==> src/rtl/wb_tube_arb.sv <==
// rtl/wb_tube_arb.sv - two-master round-robin Wishbone arbiter in front of the Tube controller
// Optional forced-completion timeout enabled by defining TUBE_ARB_TIMEOUT_EN.
module wb_tube_arb #(
  parameter int TIMEOUT = 15
) (
  input  logic        clk,
  input  logic        reset,
  input  logic        m0_stb_i,
  input  logic        m0_cyc_i,
  input  logic        m0_we_i,
  input  logic [2:0]  m0_adr_i,
  input  logic [3:0]  m0_sel_i,
  input  logic [31:0] m0_dat_i,
  output logic        m0_ack_o,
  output logic [31:0] m0_dat_o,
  input  logic        m1_stb_i,
  input  logic        m1_cyc_i,
  input  logic        m1_we_i,
  input  logic [2:0]  m1_adr_i,
  input  logic [3:0]  m1_sel_i,
  input  logic [31:0] m1_dat_i,
  output logic        m1_ack_o,
  output logic [31:0] m1_dat_o,
  output logic        s_stb_o,
  output logic        s_cyc_o,
  output logic        s_we_o,
  output logic [2:0]  s_adr_o,
  output logic [3:0]  s_sel_o,
  output logic [31:0] s_dat_o,
  input  logic        s_ack_i,
  input  logic [31:0] s_dat_i,
  output logic        timeout_o
);

  typedef enum logic [1:0] {IDLE, BUSY, DRAIN} state_t;

  state_t state, state_nx;
  logic   owner, owner_nx;
  logic   last, last_nx;
  logic   timeout_q, timeout_nx;
  logic   tmo_hit;

  logic        m0_req, m1_req;
  logic        own_stb, own_cyc, own_we;
  logic [2:0]  own_adr;
  logic [3:0]  own_sel;
  logic [31:0] own_dat;

  assign m0_req  = m0_stb_i & m0_cyc_i;
  assign m1_req  = m1_stb_i & m1_cyc_i;
  assign own_stb = owner ? m1_stb_i : m0_stb_i;
  assign own_cyc = owner ? m1_cyc_i : m0_cyc_i;
  assign own_we  = owner ? m1_we_i  : m0_we_i;
  assign own_adr = owner ? m1_adr_i : m0_adr_i;
  assign own_sel = owner ? m1_sel_i : m0_sel_i;
  assign own_dat = owner ? m1_dat_i : m0_dat_i;

`ifdef TUBE_ARB_TIMEOUT_EN
  localparam logic [7:0] TMO_LAST = 8'(TIMEOUT - 1);
  logic [7:0] count;

  // count holds the number of BUSY cycles already spent, so the hit lands on the TIMEOUT-th one
  always_ff @(posedge clk) begin
    if (reset || state != BUSY || s_ack_i)
      count <= '0;
    else
      count <= count + 8'd1;
  end

  assign tmo_hit = (state == BUSY) && !s_ack_i && (count == TMO_LAST);
`else
  assign tmo_hit = 1'b0 & (TIMEOUT == 0);
`endif

  always_ff @(posedge clk) begin
    if (reset) begin
      state     <= IDLE;
      owner     <= 1'b0;
      last      <= 1'b1;
      timeout_q <= 1'b0;
    end else begin
      state     <= state_nx;
      owner     <= owner_nx;
      last      <= last_nx;
      timeout_q <= timeout_nx;
    end
  end

  assign timeout_o = timeout_q;

  always_comb begin
    state_nx   = state;
    owner_nx   = owner;
    last_nx    = last;
    timeout_nx = timeout_q;
    s_stb_o    = 1'b0;
    s_cyc_o    = 1'b0;
    s_we_o     = 1'b0;
    s_adr_o    = '0;
    s_sel_o    = '0;
    s_dat_o    = '0;
    m0_ack_o   = 1'b0;
    m1_ack_o   = 1'b0;
    m0_dat_o   = s_dat_i;
    m1_dat_o   = s_dat_i;
    case (state)
      IDLE: begin
        if (m0_req || m1_req) begin
          owner_nx = (m0_req && m1_req) ? ~last : m1_req;
          state_nx = BUSY;
        end
      end
      BUSY: begin
        // stb is qualified by cyc so an abandon drops both on the same cycle
        s_stb_o  = own_stb & own_cyc;
        s_cyc_o  = own_cyc;
        s_we_o   = own_we;
        s_adr_o  = own_adr;
        s_sel_o  = own_sel;
        s_dat_o  = own_dat;
        m0_ack_o = !owner & s_ack_i;
        m1_ack_o = owner & s_ack_i;
        if (s_ack_i) begin
          last_nx  = owner;
          state_nx = IDLE;
        end else if (tmo_hit) begin
          if (owner) begin
            m1_ack_o = 1'b1;
            m1_dat_o = 32'hFFFF_FFFF;
          end else begin
            m0_ack_o = 1'b1;
            m0_dat_o = 32'hFFFF_FFFF;
          end
          timeout_nx = 1'b1;
          last_nx    = owner;
          state_nx   = DRAIN;
        end else if (!own_cyc) begin
          state_nx = DRAIN;
        end
      end
      DRAIN: begin
        if (s_ack_i) begin
          last_nx  = owner;
          state_nx = IDLE;
        end
      end
      default: state_nx = IDLE;
    endcase
  end

endmodule

==> config.mk <==
export PLATFORM = sky130hd
export DESIGN_NAME = wb_tube_arb
export DESIGN_NICKNAME = d
export VERILOG_FILES = /design/src/rtl/wb_tube_arb.sv
export SDC_FILE = /design/constraint.sdc
export NUM_CORES = 1
export LEC_CHECK = 0
export ABC_AREA = 1
export CORE_AREA = 2 2 88 90
export CTS_BUF_LIST = sky130_fd_sc_hd__clkbuf_16
export DETAILED_ROUTE_END_ITERATION = 16
export DIE_AREA = 0 0 90 92
export GPL_TIMING_DRIVEN = 0
export PLACE_DENSITY = 0.81
export SLEW_MARGIN = 20
export SYNTH_ARGS = -nofsm -noshare
export SYNTH_HDL_FRONTEND = slang
export SYNTH_SLANG_ARGS = --single-unit
==> constraint.sdc <==
create_clock -name clk -period 1.7 [get_ports clk]
set_input_delay 0.51 -clock clk [delete_from_list [all_inputs] [get_ports clk]]
set_output_delay 0.51 -clock clk [all_outputs]
set_load 0.01 [all_outputs]
Word-level counts from Yosys, hierarchy flattened

Index checks and enable logic that the tools add are counted.

Output and inout port bits: 109
Register bits after elaboration: 4

Reductions and logical operators: 8
Bitwise operators: 6
Equal/unequal tests: 5
Mux-type cells: 20

Operators by type and width:

| kind                                           | number |
|---|---|
| two-way mux 32 bit                             | 2 |
| two-way mux 1 bit                              | 9 |
| two-way mux 2 bit                              | 4 |
| two-way mux 4 bit                              | 2 |
| two-way mux 3 bit                              | 2 |
| case mux 2 bit (3 select lines)                | 1 |
| bitwise AND 1 bit                              | 5 |
| != test 2 bit (second input constant)          | 2 |
| AND reduction 2 bit                            | 2 |
| != test 3 bit (second input constant)          | 1 |
| AND reduction 3 bit                            | 1 |
| == test 2 x 1 -> 1 bit (second input constant) | 1 |
| == test 2 bit (second input constant)          | 1 |
| logical NOT 2 bit                              | 1 |
| OR reduction 2 bit                             | 1 |
| logical AND 1 bit                              | 1 |
| logical NOT 1 bit                              | 1 |
| logical OR 1 bit                               | 1 |
| NOT 1 bit                                      | 1 |

Depth between registers and ports, before layout

Gate-level depths: netlist of run 1.

Word-level depth: 4
Gate-level depth with buffers: 9

Least setup slack after synthesis of run 1

OpenSTA, ideal clock, no wires.

Path type: reg-to-output
Start point: register state[1]
End point: output s_cyc_o
Arrival time: 1060 ps
Required time: 1190 ps
Cell stages (with the launch flop): 6
Path buffers: 1
Slack: 130 ps
Cells stage by stage: dfxtp_1 > inv_1 > ha_1 > inv_2 > clkbuf_1 > nor2_1

Cells in the longest elaborated chain, start to end: 2

RTL lines:

| element                | line | RTL |
|---|---|---|
| start, declared        | 37   | `state_t state, state_nx;` |
| start signal, assigned | 82   | `state <= state_nx;` |
| == test 2 x 1 -> 1 bit | 106  | `case (state)` |
| two-way mux 1 bit      | 106  |  |
| end, declared          | 25   | `output logic s_cyc_o,` |

Every way passes these cells.

Final worst setup path of run 1

Start point: register owner
End point: output s_dat_o[9]

Cells in the longest elaborated chain, start to end: 2

RTL lines:

| element                | line | RTL |
|---|---|---|
| start, declared        | 38   | `logic owner, owner_nx;` |
| start signal, assigned | 83   | `owner <= owner_nx;` |
| two-way mux 32 bit     | 56   | `assign own_dat = owner ? m1_dat_i : m0_dat_i;` |
| two-way mux 32 bit     | 106  |  |
| end, declared          | 29   | `output logic [31:0] s_dat_o,` |

Every way passes these cells.

==> results of run 1 <==
-- placed cells by master, fill, tap and decap left out, drive strengths merged --
cell type      synthesis  layout
dlymetal6s2s           0       8
nor3                   2       2
dlygate4sd2            0      60
clkinv                 0       1
o21ai                  2       2
a211oi                 1       1
nand3                  2       2
dfxtp                  4       4
clkdlybuf4s15          0       1
clkdlybuf4s50          0      81
ha                     3       3
conb                   1       1
inv                   10      10
buf                   74     159
nand4                  2       2
a21oi                 42      42
nor2                   8       8
clkbuf                 4       5
nand2                 98      98
-- metal layers --
layer  wire, um  vias up  GRT usage (%)
met2       4600      134           36.4
li1           -     1209              -
met1       2920     1140           18.9
met3        569       15           4.60
met4        147        0           4.23
met5          0        -              0
-- Yosys cell counts --
cell and instances:
nor2_1 7, buf_2 8, nor3_1 2, clkbuf_1 4
a211oi_1 1, nand4_1 2, ha_1 3, inv_6 1
nand2_1 96, inv_1 8, nor2_2 1, a21oi_1 42
nand3_1 2, buf_4 65, dfxtp_1 4, buf_6 1
o21ai_0 2, inv_2 1, nand2_2 2, conb_1 1
-- through the flow --
| step | util, % | cell area [sq um] | hold WS, ps |
|---|---|---|---|
| after floorplan | - | 1380 | 436 |
| after global placement | 46.4 | 3450 | 468 |
| after detailed placement | 46.4 | 3450 | 478 |
| after CTS | 56.0 | 4170 | 484 |
| after global routing | 57.8 | 4310 | 511 |
| final | 57.8 | 4310 | 481 |
-- registers in the layout, indices dropped and copies added (netlist names) --
register  count
state         2
last          1
owner         1
-- repair_timing --
item	CTS	global route
setup buffers	34	3
pin swaps	61	32
cloned	10	1
hold buffers	0	0
resized for setup	380	63
endpoints found under the setup margin	44	44
-- power breakdown --
group,switching (mW),internal (mW)
logic,1.34,1.53
clock network,0.0645,0.300
registers,0.0272,0.132
-- layout make-up --
cell class	count	area [sq um]
repair inverters	1	8.76
well taps	102	128
clock buffers	3	75.1
inverters	10	71.3
repair buffers	236	2200
multi-input cells	161	1080
flip-flops and latches	4	83.8
fillers	690	3140
plain buffers	75	656
-- worst max-delay path by stage --
stage	end	startpoint	slack [ps]	depth (start not counted)
global route	s_dat_o[9]	owner$_SDFFE_PP0P_	-230	8
global placement	s_stb_o	m1_cyc_i	-790	6
floorplan	s_cyc_o	state[1]$_SDFFE_PP0P_	130	5
detailed placement	s_stb_o	m0_cyc_i	-800	6
CTS	s_dat_o[5]	owner$_SDFFE_PP0P_	-220	8
finish	s_dat_o[9]	owner$_SDFFE_PP0P_	-180	8
-- cell families (layout without fill, tap and decap cells) --
kind of cell	after synthesis	count (layout)	synth area share, %
buffers and inverters	88	325	43.1
other	1	1	0.271
AND/OR/NAND/NOR	112	112	31.6
AO/OA/AOI/OAI	45	45	16.5
flip-flops	4	4	5.79
adder cells (fa/ha/maj)	3	3	2.71
-- worst register-to-register path: cells and delay by family, from the launching register on --
| family | cells | cell delay [ps] |
|---|---|---|
| and+or+nand+nor | 5 | 470 |
| buffers and inverters | 5 | 450 |
| DFF | 1 | 320 |
| adders and majority gates | 1 | 180 |
==> summary.md, run 1 <==
| Metric | Value |
|---|---|
| # IOs | `~230` |
| Slew Viols, Final | `0` |
| Via count | `2498` |
| Synth warn | `0` |
| PortBufs | `194` |
| Setup violators final | `44` |
| Initial Utilization | `18.6%` |
| Die H | `roughly 92 um` |
| CTS H-tree depth | `1` |
| Largest cells by area after synthesis | `buf_4 (35%), nand2_1 (26%), a21oi_1 (15%)` |
| Initial antenna violation count | `0` |
| Row count | `32` |
| Clk slew on worst S/H paths | `roughly 30 ps` |
| Worst vdd ir | `between 700 and 800 uV` |
| FF-to-FF End | `state[1]$_SDFFE_PP0P_` |
| Hold-critical path depth | `2` |
| CP top delay family | `buffers and inverters` |
| CTS Buf Count | `3` |
| Pleak | `around 2.2 nW` |
| Synthesized flop and latch total | `4` |
| Final ANT Viol Nets | `0` |
| Final wirelength | `about 8 mm` |
| Non-filler cells, final | `592` |
| Slowest cell on crit path | `dfxtp_2` |
| Placed insts | `549` |
| Core area | `approximately 0.0074 sq mm` |
| Failing checks | `setup timing` |
| CP Buf/Inv Count | `6` |
| Syn Std Cell Area | `between 0.001 and 0.0015 sq mm` |
| Period utilisation layout | `111%` |
| Clock skew | `a little over 4 ps` |
| Max incr delay on CP | `330 ps` |
| Top cell type's share of synthesized area | `35.3%` |
| Fmax | `around 530 MHz` |
| Clk root buf | `clkbuf_16` |
| Layout cells sized above 1 | `52.2%` |
| Clk buf depth | `2` |
| Crit path cell chain | `buf_12, clkinv_16, buf_12, buf_8, buf_6, nand2_2, a21oi_2, buf_2` |
| Run status | `complete, but fails checks` |
| Largest net degree at the start of global routing | `11` |
| Syn_nets | `approximately 380` |
| Tot GR Track Use | `18.2%` |
| Synth area leader | `buf_4` |
| Synth unique cells | `20` |
| Hold_sp | `last$_SDFFE_PP1P_` |
| Drt initial violations | `49` |
| ANT cells | `0` |
| Max-cap violations | `0` |
| Reg2reg setup slack | `160 ps` |
| WS Path Type | `reg2out` |
| Worst Path Arrival | `approximately 1400 ps` |
| Critical Path Start Type | `flop` |
| Vias in the first global route | `about 2600` |
| Post-synthesis sequential area ratio | `5.79%` |
| Unrepaired setup endpoints after global routing | `yes` |
| Final min period | `about 1900 ps` |
| Path depth of the worst reg2reg path | `11` |
| Final hold violations | `0` |
| Residual DRC | `0` |
| Critical Path Sink Type | `output pin` |
| Die X-Extent | `90 um` |
| P per Cell Area | `just under 800 mW/mm^2` |
| Post-Place Setup Slack | `-797 ps` |
| Drt pass-1 iters | `4` |
| Required @ worst endpoint | `between 1000 and 1500 ps` |
| Worst-Skew Late Latency | `approximately 220 ps` |
| P&R area growth vs syn | `211%` |
| Grt ovf | `0` |
| Synth Instances | `around 250` |
| Post-DP HPWL | `~5.7 mm` |
| R2R Path Start | `state[1]$_SDFFE_PP0P_` |
| Synthesized area per cell | `around 5.5 sq um` |
| Post-route setup slack | `-182 ps` |
| Most used cell, CP | `buf_12` |
| First-pass GRT wire length | `~12 mm` |
| Crit-path max FO | `8` |
| WHS Endpoint | `last$_SDFFE_PP1P_` |
| DR vias/cell | `4.22` |
| CTS tree | `yes` |
| Setup_tns | `-4910 ps` |
| TritonCTS sink count | `4` |
| Overall Power | `between 3 and 4 mW` |
| Die area | `about 0.0083 sq mm` |
| Post-layout net count | `about 610` |
| Min-Delay Path Class | `reg2reg` |
| Average wire per standard cell | `around 14 um` |
| GPL Wtd Cong | `just over 0.8` |
No activity file was read; power rests on OpenSTA's default activity.
==> run 2, diff against run 1 <==
CTS_BUF_LIST = sky130_fd_sc_hd__clkbuf_4 sky130_fd_sc_hd__clkbuf_8   (was sky130_fd_sc_hd__clkbuf_16)
CTS_CLUSTER_DIAMETER = 30   (was not set)
TNS_END_PERCENT = 100   (was not set)
==> run 2 against run 1 <==
The flow still finishes with violations (setup timing). Flip-flop and latch count did not move. Maximum frequency rose by 0.27%. Clock power fell by 45%. Critical endpoint is now s_dat_o[21]. Largest cell class unchanged. Highest routed layer unchanged.
==> summary.md, run 2 (same netlist as run 1, synthesis figures left out) <==
| Metric | Value |
|---|---|
| Pleak | `2.02 nW (-6.1%)` |
| Reg power frac | `5.2% (+0.5 points)` |
| Required @ worst endpoint | `1190 ps (about the same)` |
| Fmax | `533 MHz (+0.27%)` |
| Post-layout net count | `604 (-1.6%)` |
| First-pass GRT wire length | `12.1 mm (-2.9%)` |
| Clk root buf | `clkbuf_8` |
| Comb power frac | `88.2% (+3.6 points)` |
| Int Pwr | `1.72 mW (-12%)` |
| Clk buf depth | `2 (unchanged)` |
| Critical Path Sink Type | `output pin` |
| GPL Wtd Cong | `0.814 (unchanged)` |
| Tot GR Track Use | `17.8% (-0.40 points)` |
| CP Buf/Inv Count | `5 (-1)` |
| Initial Utilization | `18.6% (unchanged)` |
| Vias in the first global route | `2461 (-4.6%)` |
| Worst vdd ir | `634 uV (-20%)` |
| Layout cells sized above 1 | `48.1% (-4.1 points)` |
| Die X-Extent | `90 um (unchanged)` |
| Critical Path Start Type | `flop` |
| Initial antenna violation count | `0 (unchanged)` |
| Period utilisation layout | `110% (-0.30 points)` |
| Grt ovf | `0 (unchanged)` |
| Residual DRC | `0 (unchanged)` |
| ANT cells | `0 (unchanged)` |
| Failing checks | `setup timing` |
| # IOs | `228 (unchanged)` |
| Slew Viols, Final | `0 (unchanged)` |
| Final hold violations | `0 (unchanged)` |
| TritonCTS sink count | `4 (unchanged)` |
| Die area | `0.00828 sq mm (unchanged)` |
| Worst-Skew Late Latency | `220 ps (about the same)` |
| Reg with most FFs | `state` |
| Drt pass-1 iters | `4 (unchanged)` |
| CP top delay family | `buffers and inverters` |
| CTS H-tree depth | `1 (unchanged)` |
| CTS Buf Count | `3 (unchanged)` |
| Post-route setup slack | `-177 ps (+5.13 ps)` |
| Drt initial violations | `44 (-10%)` |
| Non-filler cells, final | `582 (-1.7%)` |
| Row count | `32 (unchanged)` |
| CTS tree | `yes` |
| Slowest cell on crit path | `dfxtp_2` |
| Min-Delay Path Class | `reg2reg` |
| Setup violators final | `44 (unchanged)` |
| Max FFs per register | `2 (unchanged)` |
| DR vias/cell | `4.14 (-1.8%)` |
| Worst Path Arrival | `1370 ps (about the same)` |
| Crit path cell chain | `inv_2, ha_4, inv_8, clkbuf_16, buf_6, a21oi_2, buf_2` |
| Biggest regs | `state (2), last (1), owner (1)` |
| Largest net degree at the start of global routing | `11 (unchanged)` |
| P_sw | `1.34 mW (-6.5%)` |
| Clk slew on worst S/H paths | `30 ps (about the same)` |
| Cts hold-fix bufs | `0 (unchanged)` |
| Switching part of the total | `43.8% (+1.6 points)` |
| Crit-path max FO | `5 (-3)` |
| Unrepaired setup endpoints after global routing | `yes` |
| PortBufs | `194 (unchanged)` |
| Run status | `complete, but fails checks` |
| Most frequent cells in the layout | `buf_4 (76), dlygate4sd2_1 (76), nand2_1 (72), clkdlybuf4s50_1 (67), buf_2 (42)` |
| Post-DP HPWL | `5.71 mm (unchanged)` |
| Final ANT Viol Nets | `0 (unchanged)` |
| Setup_tns | `-3310 ps (+1600 ps)` |
| Max incr delay on CP | `320 ps (about the same)` |
| Final wirelength | `7.77 mm (-5.6%)` |
| Final min period | `1880 ps (-5.13 ps)` |
| Placed insts | `549 (unchanged)` |
| WS Path Type | `reg2out` |
| P&R area growth vs syn | `188%` |
| Die H | `92 um (unchanged)` |
| P per Cell Area | `770 mW/mm^2 (-2.5%)` |
| Average wire per standard cell | `13.4 um (-4.0%)` |
| Clock skew | `3.96 ps (-0.127 ps)` |
| Via count | `2412 (-3.4%)` |
| Clock power share | `6.6% (-4.1 points)` |
| Core area | `0.00745 sq mm (unchanged)` |
| Max-cap violations | `0 (unchanged)` |
-- run 2: changes by cell type in the layout (fill, tap and decap cells not counted), sizes merged --
cell / before / now
dlymetal6s2s: 8 / 6
dlygate4sd2: 60 / 76
inv: 10 / 11
clkdlybuf4s50: 81 / 67
buf: 159 / 143
clkbuf: 5 / 10
-- run 2: cell type report --
class	instances	area, sq um
timing repair buffer	225	2010
tap	102	128
clock buffer	3	41.3
sequential	4	83.8
multi-input combinational	161	968
inverter	10	57.6
timing repair inverter	2	25.0
fill	741	3470
buffer	75	668
-- run 2: metal layers --
metal / up-vias / GRT usage, % / part of all wire (%) / wire [um]
met4: 0 / 2.95 / 0.89 / 69
met1: 1090 / 19.6 / 37 / 2900
met3: 8 / 3.62 / 6.8 / 525
li1: 1188 / - / - / -
met2: 126 / 35.4 / 55 / 4280
met5: - / 0 / 0 / 0
-- run 2: path summary, 6_finish.rpt --
check	start	endpoint	slack, ps	depth (start not counted)
setup / recovery	state[1]$_SDFFE_PP0P_	s_dat_o[21]	-180	7
hold / removal	last$_SDFFE_PP1P_	last$_SDFFE_PP1P_	480	2
setup reg to reg	state[1]$_SDFFE_PP0P_	state[1]$_SDFFE_PP0P_	140	11
hold reg to reg	last$_SDFFE_PP1P_	last$_SDFFE_PP1P_	480	2
-- run 2: through the flow --
step | hold slack, ps | total power, mW | utilization, % | worst slack, ps | instance area, sq um
finish | 480 | 3.06 | 53.4 | -177 | 3980
global route | 511 | 3.27 | 53.4 | -242 | 3980
CTS | 484 | 3.06 | 52.7 | -181 | 3930
detailed placement | 478 | 2.11 | 46.4 | -797 | 3450
global placement | 468 | 2.08 | 46.4 | -786 | 3450
floorplan | 436 | 1.03 | - | 130 | 1380
-- run 2: timing repair --
item                       4_1_cts  5_1_grt
pin swaps                       82       21
buffers inserted                23        4
resized for setup              371       35
setup endpoints to repair       44       44
cloned                          10        0
-- run 2: worst register-to-register path, delay by kind of cell (launching register included) --
family	cells	cell delay (ps)
flops	1	320
fa+ha+maj	1	180
buf+inv	5	460
simple gates	5	470
-- run 2: power groups by stage --
stage               Combinational, mW  Clock [mW]  Sequential [mW]
floorplan                       0.891           0            0.144
global placement                 1.93           0            0.147
detailed placement               1.96           0            0.149
CTS                              2.69       0.209            0.158
global route                     2.89       0.216            0.166
finish                           2.70       0.202            0.160
